--- config.mk ---
export PLATFORM = sky130hd
export DESIGN_NAME = cdb_rr_arbiter
export DESIGN_NICKNAME = d
export VERILOG_FILES = /design/src/rtl/cdb_rr_arbiter_pkg.sv /design/src/rtl/cdb_rr_arbiter_src_fifo.sv /design/src/rtl/cdb_rr_arbiter.sv
export SDC_FILE = /design/constraint.sdc
export NUM_CORES = 1
export LEC_CHECK = 0
export ABC_AREA = 1
export BUFFER_PORTS_ARGS = -buffer_cell sky130_fd_sc_hd__buf_2
export CAP_MARGIN = 20
export CORE_ASPECT_RATIO = 0.7
export CORE_MARGIN = 2
export CORE_UTILIZATION = 50
export DETAILED_ROUTE_END_ITERATION = 8
export GPL_ROUTABILITY_DRIVEN = 0
export PLACE_DENSITY = 0.81
export SYNTH_ARGS = -nofsm -noshare
export SYNTH_HDL_FRONTEND = slang
export SYNTH_SLANG_ARGS = --single-unit
export TNS_END_PERCENT = 50
--- constraint.sdc ---
create_clock -name clk -period 4 [get_ports clk]
set_input_delay 0.2 -clock clk [delete_from_list [all_inputs] [get_ports clk]]
set_output_delay 0.2 -clock clk [all_outputs]
set_load 0.02 [all_outputs]
--- src/rtl/cdb_rr_arbiter_pkg.sv ---
// Shared definitions for the Common Data Bus: default widths, broadcast record,
// functional-unit source indices and a small wrap-around helper.
package cdb_pkg;

    localparam int CDB_TAG_W  = 5;
    localparam int CDB_DATA_W = 32;

    typedef struct packed {
        logic                  valid;
        logic [CDB_TAG_W-1:0]  tag;
        logic [CDB_DATA_W-1:0] value;
    } cdb_bcast_t;

    localparam int SRC_ALU    = 0;
    localparam int SRC_BRANCH = 1;
    localparam int SRC_LSU    = 2;
    localparam int SRC_MUL    = 3;

    function automatic int wrap_inc(input int idx, input int n);
        return (idx + 1 >= n) ? 0 : idx + 1;
    endfunction

endpackage

--- src/rtl/cdb_rr_arbiter_src_fifo.sv ---
// Per-source result buffer: decouples a functional unit from CDB arbitration.
// Depth need not be a power of two; flush empties it and discards that cycle's push/pop.
module cdb_src_fifo
    import cdb_pkg::*;
#(
    parameter int BUF_DEPTH = 2,
    parameter int TAG_W     = CDB_TAG_W,
    parameter int DATA_W    = CDB_DATA_W
) (
    input  logic              clk,
    input  logic              rst,
    input  logic              flush,
    input  logic              push,
    input  logic [TAG_W-1:0]  push_tag,
    input  logic [DATA_W-1:0] push_value,
    input  logic              pop,
    output logic [TAG_W-1:0]  head_tag,
    output logic [DATA_W-1:0] head_value,
    output logic              empty,
    output logic              full
);

    localparam int CNT_W = $clog2(BUF_DEPTH + 1);
    localparam int PTR_W = (BUF_DEPTH > 1) ? $clog2(BUF_DEPTH) : 1;

    logic [CNT_W-1:0]  count;
    logic [PTR_W-1:0]  wr_ptr;
    logic [PTR_W-1:0]  rd_ptr;
    logic [TAG_W-1:0]  tag_mem   [BUF_DEPTH];
    logic [DATA_W-1:0] value_mem [BUF_DEPTH];
    logic              push_ok;
    logic              pop_ok;

    function automatic logic [PTR_W-1:0] ptr_inc(input logic [PTR_W-1:0] p);
        if (p == PTR_W'(BUF_DEPTH - 1))
            return '0;
        else
            return p + PTR_W'(1);
    endfunction

    assign empty      = (count == '0);
    assign full       = (count == CNT_W'(BUF_DEPTH));
    // A full buffer refuses a push even when it is being popped this cycle.
    assign push_ok    = push && !full;
    assign pop_ok     = pop && !empty;
    assign head_tag   = tag_mem[rd_ptr];
    assign head_value = value_mem[rd_ptr];

    always_ff @(posedge clk or posedge rst) begin
        if (rst) begin
            count  <= '0;
            wr_ptr <= '0;
            rd_ptr <= '0;
        end else if (flush) begin
            count  <= '0;
            wr_ptr <= '0;
            rd_ptr <= '0;
        end else begin
            if (push_ok)
                wr_ptr <= ptr_inc(wr_ptr);
            if (pop_ok)
                rd_ptr <= ptr_inc(rd_ptr);
            case ({push_ok, pop_ok})
                2'b10:   count <= count + CNT_W'(1);
                2'b01:   count <= count - CNT_W'(1);
                default: count <= count;
            endcase
        end
    end

    always_ff @(posedge clk) begin
        if (push_ok && !flush) begin
            tag_mem[wr_ptr]   <= push_tag;
            value_mem[wr_ptr] <= push_value;
        end
    end

endmodule

--- src/rtl/cdb_rr_arbiter.sv ---
// Common Data Bus arbiter: buffers results from NUM_SRC functional units, grants one
// non-empty buffer per cycle (round-robin or fixed priority) and registers the broadcast.
module cdb_rr_arbiter
    import cdb_pkg::*;
#(
    parameter int NUM_SRC   = 4,
    parameter int TAG_W     = CDB_TAG_W,
    parameter int DATA_W    = CDB_DATA_W,
    parameter int BUF_DEPTH = 2,
    parameter int ARB_MODE  = 0
) (
    input  logic                       clk,
    input  logic                       rst,
    input  logic                       flush,
    input  logic [NUM_SRC-1:0]         src_valid,
    output logic [NUM_SRC-1:0]         src_ready,
    input  logic [NUM_SRC*TAG_W-1:0]   src_tag,
    input  logic [NUM_SRC*DATA_W-1:0]  src_value,
    output logic                       cdb_valid,
    output logic [TAG_W-1:0]           cdb_tag,
    output logic [DATA_W-1:0]          cdb_value,
    output logic [$clog2(NUM_SRC)-1:0] cdb_src
);

    localparam int SRC_W = $clog2(NUM_SRC);

    logic [NUM_SRC-1:0] req;
    logic [NUM_SRC-1:0] empty;
    logic [NUM_SRC-1:0] full;
    logic [NUM_SRC-1:0] pop;
    logic [TAG_W-1:0]   head_tag   [NUM_SRC];
    logic [DATA_W-1:0]  head_value [NUM_SRC];
    logic [SRC_W-1:0]   rr_ptr;
    logic [SRC_W-1:0]   grant_idx;
    logic               grant;

    for (genvar i = 0; i < NUM_SRC; i++) begin : g_src
        assign src_ready[i] = !full[i];
        assign req[i]       = !empty[i];
        assign pop[i]       = grant && (grant_idx == SRC_W'(i));

        cdb_src_fifo #(
            .BUF_DEPTH (BUF_DEPTH),
            .TAG_W     (TAG_W),
            .DATA_W    (DATA_W)
        ) u_fifo (
            .clk        (clk),
            .rst        (rst),
            .flush      (flush),
            .push       (src_valid[i] && !full[i]),
            .push_tag   (src_tag[i*TAG_W +: TAG_W]),
            .push_value (src_value[i*DATA_W +: DATA_W]),
            .pop        (pop[i]),
            .head_tag   (head_tag[i]),
            .head_value (head_value[i]),
            .empty      (empty[i]),
            .full       (full[i])
        );
    end

    // Arbitration looks only at buffered entries, never at same-cycle src_valid,
    // so a fresh result always spends at least one cycle in its buffer.
    always_comb begin
        int               idx;
        logic [SRC_W-1:0] idx_w;
        grant     = 1'b0;
        grant_idx = '0;
        idx       = 0;
        idx_w     = '0;
        for (int off = 0; off < NUM_SRC; off++) begin
            if (ARB_MODE == 0)
                idx = (int'(rr_ptr) + off) % NUM_SRC;
            else
                idx = off;
            idx_w = SRC_W'(idx);
            if (!grant && req[idx_w]) begin
                grant     = 1'b1;
                grant_idx = idx_w;
            end
        end
    end

    // Broadcast register stage; payload holds its last value when nothing is granted.
    always_ff @(posedge clk or posedge rst) begin
        if (rst) begin
            cdb_valid <= 1'b0;
            cdb_tag   <= '0;
            cdb_value <= '0;
            cdb_src   <= '0;
            rr_ptr    <= '0;
        end else if (flush) begin
            cdb_valid <= 1'b0;
            rr_ptr    <= '0;
        end else begin
            cdb_valid <= grant;
            if (grant) begin
                cdb_tag   <= head_tag[grant_idx];
                cdb_value <= head_value[grant_idx];
                cdb_src   <= grant_idx;
                if (ARB_MODE == 0)
                    rr_ptr <= SRC_W'(wrap_inc(int'(grant_idx), NUM_SRC));
            end
        end
    end

endmodule

==> results.toml, run 1 <==
[sta]
finalHoldViolCount = 0
fin_tns_setup_ns = 0
grt_setup_unrepaired = "no"
relSlewSlack_pct = 33.6
clock.fmax_mhz = 325
setup_slack_ns = 0.923
worst_pin_slew_ns = 0.994
post-route-period-util_pct = 76.9
final-max-slew-violation-count = 0
fin_skew_ns = 0.0242
setup_violations = 0
period_needed_ns = 3.08

[clock_network]
cts_root_buf = "clkbuf_16"
tritoncts = "yes"
htree_levels = 2
clkSinkCount = 354
clk_latency_ns = 0.54
clk_pin_slew_ns = 0.06
numCtsBuffers = 36
cts-resized-gates = 0
clockBufferDepth = 3

[synth]
synthCells = 1276
syn-cell-area_sq_mm = 0.0145
yosysUniqueCellTypes = 30
synth_seq_cells = 354
synth_compound_area_share_pct = 4.92
syn_avg_cell_area_sq_um = 11.4
ys_warn_count = 0
synthSimpleGateAreaFrac_pct = 17.9
syn_nets = 1433
async_reset_ff_share_pct = 16.4
synthXorXnorAreaFrac_pct = 0.242
muxShareOfSynthArea_pct = 2.56
synth_top_family_by_area = "simple AND/OR/NAND/NOR gates"
synth_fa_ha_area_share_pct = 0.173
synth_edf_count = 296
yosysSeqAreaShare_pct = 71.4
synth-main-ff-cell = "edfxtp_1"

[worst_setup_path]
crit_top_cell = "nand2_1"
crit_fanout = 12
path_class = "register to register"
crit_buf_inv = 1
ff2ff_setup_slack_ns = 0.92
endpoint_kind = "register"
crit_slowest_cell = "dfrtp_1"
critPathMaxStageDelay_ns = 0.59
critical_path_arrival_ns = 3.49
worstSetupPathDepth = 16
cp.required_ns = 4.41
crit_path_start_kind = "register"
cp_cell_sequence = "inv_2 > nand2_1 > nand2_1 > nand2_1 > nand2_1 > nor2_1 > nand2_1 > nand2_1 > nand3_1 > ha_1 > o21ai_0 > nor2_1 > nor3_1 > nor2_1 > nand2_1 > o21ai_0"
crit_family = "simple AND/OR/NAND/NOR gates"
worstRegToRegCells = 16

[global_routing]
grt_pass1_wl_um = 58300
antenna_found_initial = 0
overflow = 0
grt_pass1_vias = 10800
gr-usage-all-layers_pct = 24.9
grt_max_degree = 59

[status]
status = "completed"

[drt]
antenna_left = 0
wl_per_cell_um = 18.6
postRouteWirelength_um = 37800
firstDrtPassIters = 6
vias_per_cell = 5.32
drt-initial-drc-count = 1143
num_vias = 10800
drc = 0

[floorplanning]
die-width_um = 207
die_area_sq_mm = 0.0304
core_area_sq_mm = 0.0287
row_count = 52
io_pins = 199
start_util_pct = 50.5
die_h_um = 146

[place]
place.detailed.hpwl_um = 23600
dpl_worst_slack_ns = 1.06
port_buffers = 198

[job]
max-cap-violations = 0

[final_layout]
final_nets = 1780
diodes = 0
drive_above_1_share_pct = 18.9
areaGrowthSynthToFinish_pct = 29.0
layout_commonest_cell = "nand2_1"
mostFrequentLayoutCells = "412 x nand2_1, 296 x edfxtp_1, 198 x buf_2, 160 x nor2_1, 149 x dlygate4sd3_1"

[worst_hold_path]
min_path_cells = 4
hp-class = "input port to register"

[power]
power_density_mw_per_mm2 = 740
leakagePower_nw = 7.65
ir_drop_mv = 0.426
[cells by family (layout without fill, tap and decap cells)]
| family | Yosys count | count (layout) |
|---|---|---|
| simple gates | 655 | 655 |
| xor+xnor | 4 | 4 |
| compound gates | 133 | 133 |
| fa+ha+maj | 2 | 2 |
| flops | 354 | 354 |
| mux | 37 | 37 |
| buf+inv | 91 | 466 |
[sequential cells by signal (all words and copies together), names as in the netlist]
name / count
g_src.u_fifo.value_mem: 256
g_src.u_fifo.count: 8
g_src.u_fifo.wr_ptr: 4
rr_ptr: 2
g_src.u_fifo.tag_mem: 40
cdb_src: 2
g_src.u_fifo.rd_ptr: 4
cdb_valid: 1
cdb_value: 32
cdb_tag: 5
[through the flow]
stage          cells  power (mW)  utilization, %  area, sq um  hold WS [ns]
3_3_place_gp    1808        10.1            55.3        15900         0.365
6_report        2029        13.8            65.1        18700         0.102
3_5_place_dp    1814        10.3            55.7        16000         0.383
4_1_cts         2029        13.8            65.1        18700        0.0778
5_1_grt         2029        14.7            65.1        18700         0.113
2_1_floorplan   1276        8.64               -        14500         0.299
[cell usage after synthesis, types with 6 or more instances]
library cell,n,area [sq um]
nand2_1,412,1550
edfxtp_1,296,8890
inv_1,25,93.8
mux2i_1,37,370
o21ai_0,89,445
nand3_1,52,260
o22ai_1,6,37.5
dfrtp_1,58,1450
nor2_1,170,638
o21ai_1,22,110
o21ai_2,8,70.1
nand4_1,11,68.8
clkbuf_1,38,143
buf_2,18,90.1
[per-layer routing]
layer | GRT usage (%) | vias up | wire (um)
li1 | - | 5049 | -
met1 | 32.6 | 5185 | 14900
met2 | 42.9 | 496 | 19000
met3 | 4.45 | 68 | 3050
met4 | 7.32 | 0 | 860
met5 | 0 | - | 0
[final timing paths]
kind	from	to
worst min register to register	cdb_value[0]	cdb_value[0]
min in group asynchronous	rst	cdb_value[30]
max in group asynchronous	rst	g_src[3].u_fifo.rd_ptr
worst max register to register	rr_ptr[0]	g_src[1].u_fifo.count[1]
worst max-delay path	rr_ptr[0]	g_src[1].u_fifo.count[1]
worst min-delay path	src_valid[0]	g_src[0].u_fifo.wr_ptr
[worst reg2reg max path: stages (launching register included)]
cell     delay (ns)
dfrtp_1        0.59
inv_2          0.15
nand2_1        0.14
nand2_1        0.10
nand2_1        0.07
nand2_1        0.09
nor2_1         0.14
nand2_1        0.07
nand2_1        0.07
nand3_1        0.36
ha_1           0.36
o21ai_0        0.18
nor2_1         0.14
nor3_1         0.26
nor2_1         0.09
nand2_1        0.06
o21ai_0        0.08
[repair_timing]
item | 4_1_cts | 5_1_grt
setup endpoints to repair | 0 | 0
buffers inserted | 0 | 0
hold buffers | 149 | 0
endpoints found under the hold margin | 329 | 0
[report_power, final]
group | switching (mW) | internal, mW | total (mW) | leakage [nW]
clock | 1.38 | 2.01 | 3.39 | 0.588
combinational | 3.91 | 1.70 | 5.61 | 3.64
sequential | 0.293 | 4.54 | 4.83 | 3.43
total | 5.58 | 8.25 | 13.8 | 7.65
[layout make-up]
type | count | area [sq um]
fill | 2064 | 10000
sequential | 354 | 10300
clock inverter | 15 | 156
inverter | 27 | 101
timing repair buffer | 373 | 2750
clock buffer | 51 | 1040
tap | 378 | 473
multi-input combinational | 831 | 3820
No activity file was read; power rests on OpenSTA's default activity.
==> inputs of run 2 (changes only) <==
- ABC_AREA: 1 -> 0
- clock period: 4 -> 2.9 ns (I/O delays scaled with it)
==> results.toml, run 2 <==
[power]
report.power.total_mw = 17.0
leakagePower_nw = 6.60
power_density_mw_per_mm2 = 930
ir_drop_mv = 0.570

[floorplanning]
die_h_um = 145
io_pins = 199
core_area_sq_mm = 0.0278
start_util_pct = 50.8
die_area_sq_mm = 0.0296
die-width_um = 205
row_count = 51

[final_layout]
final_nets = 1380
final_area_sq_mm = 0.0182
areaGrowthSynthToFinish_pct = 29.3
fin_util_pct = 65.7
reg.largest.list = "g_src.u_fifo.value_mem x256, g_src.u_fifo.tag_mem x40, cdb_value x32"
mostFrequentLayoutCells = "296 x edfxtp_1, 198 x buf_2, 151 x dlygate4sd3_1, 113 x mux2_2, 56 x dfrtp_1"
layout_commonest_cell = "edfxtp_1"
drive_above_1_share_pct = 32.7
fillerInstances = 1988
largest_reg_flops = 256
regMostFlops = "g_src.u_fifo.value_mem"

[worst_setup_path]
cp.required_ns = 3.31
crit_fanout = 23
endpoint_kind = "register"
path_class = "register to register"
crit_path_start_kind = "register"
critical_path_arrival_ns = 3.04
worstRegToRegCells = 6

[clock_network]
numCtsBuffers = 36
clkSinkCount = 354
tritoncts = "yes"
htree_levels = 2
clk_pin_slew_ns = 0.06
clk_latency_ns = 0.50
postCtsSetupBuffers = 0
clockBufferDepth = 3
cts_root_buf = "clkbuf_16"
cts-resized-gates = 0

[global_routing]
grt_pass1_wl_um = 52500
grt_max_degree = 76
gr-usage-all-layers_pct = 24.0
antenna_found_initial = 2
overflow = 0
grt_pass1_vias = 8852

[drt]
num_vias = 9069
drt-initial-drc-count = 757
vias_per_cell = 5.59
drc = 0
postRouteWirelength_um = 35900
antenna_left = 0
wl_per_cell_um = 22.1
firstDrtPassIters = 5

[place]
place.detailed.hpwl_um = 23000
port_buffers = 198
placed_area_sq_mm = 0.0156
dpl_worst_slack_ns = 0.325

[synth]
synth_seq_cells = 354
syn_nets = 1021
yosysSeqAreaShare_pct = 73.3
synth_largest_area_cell = "edfxtp_1"
synth-main-ff-cell = "edfxtp_1"
synth_commonest_cells = "296 x edfxtp_1, 113 x mux2_2, 58 x dfrtp_1"
synth_top_area_share_pct = 63.0
synth_edf_count = 296
synthCells = 864
yosysUniqueCellTypes = 50
yosysMostFrequentCell = "edfxtp_1"
syn_avg_cell_area_sq_um = 16.3
ys_warn_count = 0
synth_top_cells_by_area = "edfxtp_1 63%, dfrtp_1 10%, mux2_2 9.0%"
async_reset_ff_share_pct = 16.4
syn-cell-area_sq_mm = 0.0141

[worst_hold_path]
min_path_cells = 3
hp-class = "input port to register"

[job]
max-cap-violations = 0

[sta]
finalHoldViolCount = 0
setup_violations = 0
post-route-period-util_pct = 90.8
worst_pin_slew_ns = 1.10
setup_slack_ns = 0.268
fin_skew_ns = 0.0147
period_needed_ns = 2.63
clock.fmax_mhz = 380
relSlewSlack_pct = 26.8
grt_setup_unrepaired = "no"
final-max-slew-violation-count = 0

[status]
status = "completed"
==> run 2: cell types whose count changed in the layout (fill, tap and decap cells not counted), moves of 38 or more <==
cell      change
nand2_1     -360
mux2_2      +113
nor2_1      -105
o21ai_0      -88
nand3_1      -51
a31oi_1      +39
o221ai_1     +38
==> run 2: kinds of logic (layout without fill, tap and decap cells) <==
logic type      after synthesis  after routing  share of synthesized area (%)
simple gates                143            143                           4.51
fa+ha+maj                     2              2                          0.177
buf+inv                      60            445                           2.10
compound gates              146            146                           7.67
other cells                   0              2                              0
xor+xnor                      7              7                          0.435
flops                       354            354                           73.3
mux                         152            152                           11.8
==> run 2: metrics by stage <==
| stage | setup TNS (ns) | cells | hold slack, ns |
|---|---|---|---|
| after global routing | 0 | 1621 | 0.0344 |
| after CTS | 0 | 1620 | 0.00153 |
| final | 0 | 1622 | 0.0178 |
| after global placement | 0 | 1405 | 0.334 |
| after floorplan | -147.28 | 864 | 0.244 |
| after detailed placement | 0 | 1405 | 0.336 |
==> run 2: critical path, stage by stage (launching register included) <==
cell	delay (ns)
dfrtp_1	0.44
nor2_2	0.25
a21oi_1	0.20
o31ai_4	0.90
buf_4	0.38
a22oi_1	0.13
a31oi_1	0.21
==> run 2: report_power, final <==
part | switching, mW | total (mW) | internal, mW
sequential | 0.424 | 6.64 | 6.21
clock | 1.84 | 4.29 | 2.45
combinational | 3.81 | 6.03 | 2.22
total | 6.07 | 17.0 | 10.9
==> run 2: layout make-up <==
type                       count  area [sq um]  share of cell area [%]
clock inverter                18           105                   0.577
clock buffer                  46           970                    5.32
timing repair buffer         377          2760                    15.2
inverter                       4          15.0                  0.0824
multi-input combinational    450          3560                    19.5
tap                          371           464                    2.55
antenna                        2          5.00                  0.0275
sequential                   354         10300                    56.7
==> run 2: layer usage <==
metal  vias to the layer above  routed length [um]  part of all wire [%]  GRT usage (%)
met2                       398               15500                    43           34.5
met4                         2                 758                   2.1           6.37
li1                       4094                   -                     -              -
met1                      4516               16500                    46           36.6
met3                        59                3110                   8.7           5.61
met5                         -                  13                 0.036              0
==> run 2: worst paths after layout <==
kind / startpoint / to / slack [ns]
max: g_src[0].u_fifo.count[1] / cdb_value[16] / 0.27
min: src_valid[3] / g_src[3].u_fifo.count[0] / 0.02
max reg2reg: g_src[0].u_fifo.count[1] / cdb_value[16] / 0.27
min reg2reg: cdb_src[0] / cdb_src[0] / 0.52
max in group asynchronous: rst / cdb_value[31] / 1.67
min in group asynchronous: rst / cdb_src[0] / 0.39
==> run 2: what timing repair did <==
item,4_1_cts,5_1_grt
hold buffers,151,0
hold endpoints to repair,336,0
endpoints found under the setup margin,0,0
==> inputs of run 3 (changes only) <==
- SLEW_MARGIN: default -> 10
- clock period: 2.9 -> 3.1 ns (I/O delays scaled with it)
==> results.toml, run 3 (synthesis gave the netlist of run 2 again) <==
[status]
status = "completed"

[floorplanning]
start_util_pct = 50.8
die_h_um = 145
row_count = 51
die-width_um = 205
die_area_sq_mm = 0.0296
io_pins = 199
core_area_sq_mm = 0.0278

[drt]
antenna_left = 0
vias_per_cell = 5.67
drc = 0
drt-initial-drc-count = 1029
firstDrtPassIters = 5
postRouteWirelength_um = 37000
num_vias = 9170
wl_per_cell_um = 22.9

[worst_hold_path]
hp-start = "src_valid[2]"
hp-class = "input port to register"
holdPathEnd = "g_src[2].u_fifo.count[0]"
min_path_cells = 3

[sta]
setup_violations = 0
final-max-slew-violation-count = 0
finalHoldViolCount = 0
worst_pin_slew_ns = 0.862
clock.fmax_mhz = 422
relSlewSlack_pct = 42.5
post-route-period-util_pct = 76.5
holdWs_ns = 0.0298
fin_skew_ns = 0.0214
fin_tns_setup_ns = 0
grt_setup_unrepaired = "no"
period_needed_ns = 2.37

[clock_network]
clkSinkCount = 354
htree_levels = 2
numCtsBuffers = 35
cts_root_buf = "clkbuf_16"
tritoncts = "yes"
clk_pin_slew_ns = 0.06
clockBufferDepth = 3
postCtsSetupBuffers = 0
postCtsHoldBufs = 152
clk_latency_ns = 0.52
cts-resized-gates = 0

[power]
power.switching_mw = 5.50
leakagePower_nw = 6.59
power_frac_comb_pct = 34.0
power_density_mw_per_mm2 = 862
p_seq_share_pct = 39.7
p_sw_share_pct = 35.0
ir_drop_mv = 0.521
clock_power_share_pct = 26.3
p_int_mw = 10.2
report.power.total_mw = 15.7

[final_layout]
final_nets = 1376
regMostFlops = "g_src.u_fifo.value_mem"
drive_above_1_share_pct = 32.6
largest_reg_flops = 256
final_area_sq_mm = 0.0182
layout_commonest_cell = "edfxtp_1"
reg.largest.list = "g_src.u_fifo.value_mem x256, g_src.u_fifo.tag_mem x40, cdb_value x32"
fillerInstances = 1957
areaGrowthSynthToFinish_pct = 29.3
mostFrequentLayoutCells = "296 x edfxtp_1, 198 x buf_2, 152 x dlygate4sd3_1, 113 x mux2_2, 56 x dfrtp_1"

[global_routing]
grt_pass1_wl_um = 54000
grt_max_degree = 77
grt_pass1_vias = 8856
overflow = 0
gr-usage-all-layers_pct = 24.9
antenna_found_initial = 1

[job]
max-cap-violations = 0

[worst_setup_path]
cp_cell_sequence = "nor2_2 > a2bb2oi_1 > and3_1 > buf_4 > o221ai_1 > a31oi_1"
ff2ff_setup_slack_ns = 0.73
crit_buf_inv = 1
critical_path_arrival_ns = 2.80
cp.required_ns = 3.53
crit_slowest_cell = "dfrtp_1"
worstRegToRegCells = 6
crit_fanout = 42
rr_endpoint = "cdb_tag[2]"
critPathMaxStageDelay_ns = 0.46
crit_path_start_kind = "register"
crit_family = "compound AO/OA/AOI/OAI gates"
rr_startpoint = "g_src[0].u_fifo.count[0]"
endpoint_kind = "register"
path_class = "register to register"

[place]
port_buffers = 198
place.detailed.hpwl_um = 23900
placed_area_sq_mm = 0.0156
[run 3: power groups by stage]
stage                     clock network [mW]  registers [mW]  logic [mW]
after global routing                    4.38            6.30        5.72
after detailed placement                   0            6.33        5.09
after CTS                               4.19            6.24        5.27
after global placement                     0            6.31        4.98
after floorplan                            0            6.45        3.28
final                                   4.13            6.24        5.34
[run 3: layout make-up]
class                      count  area, sq um  area share, %
timing repair buffer         374         2730           15.0
clock inverter                11          106          0.583
tap                          371          464           2.55
sequential                   354        10300           56.7
clock buffer                  52         1000           5.50
multi-input combinational    450         3560           19.5
antenna                        2         5.00         0.0275
inverter                       4         15.0         0.0824
[run 3: worst max path at each step]
stage                             startpoint                             to  cells past startpoint
floorplan           g_src[2].u_fifo.count[0]  g_src[2].u_fifo.tag_mem[0][0]                      4
global placement    g_src[0].u_fifo.count[0]                     cdb_tag[2]                      6
detailed placement  g_src[0].u_fifo.count[0]                  cdb_value[14]                      6
CTS                 g_src[0].u_fifo.count[0]                  cdb_value[14]                      6
finish              g_src[0].u_fifo.count[0]                     cdb_tag[2]                      6
global route        g_src[0].u_fifo.count[0]                  cdb_value[10]                      6
[run 3: worst reg2reg max path, cell delays in order (launching register included)]
cell       delay [ns]
dfrtp_1          0.46
nor2_2           0.26
a2bb2oi_1        0.24
and3_1           0.29
buf_4            0.44
o221ai_1         0.34
a31oi_1          0.24
[run 3: per-stage QoR]
stage / setup slack (ns) / instances / utilization [%]
CTS: 0.785 / 1616 / 65.7
global placement: 0.857 / 1401 / 56.2
global route: 0.574 / 1617 / 65.7
floorplan: -0.813 / 864 / -
finish: 0.728 / 1618 / 65.7
detailed placement: 0.805 / 1401 / 56.2
[run 3: layer usage]
layer / track usage (%) / vias to the layer above / wire (um)
li1: - / 4097 / -
met5: 0 / - / 0
met4: 7.44 / 0 / 975
met2: 33.4 / 487 / 15200
met3: 5.86 / 66 / 3780
met1: 39.7 / 4520 / 17000
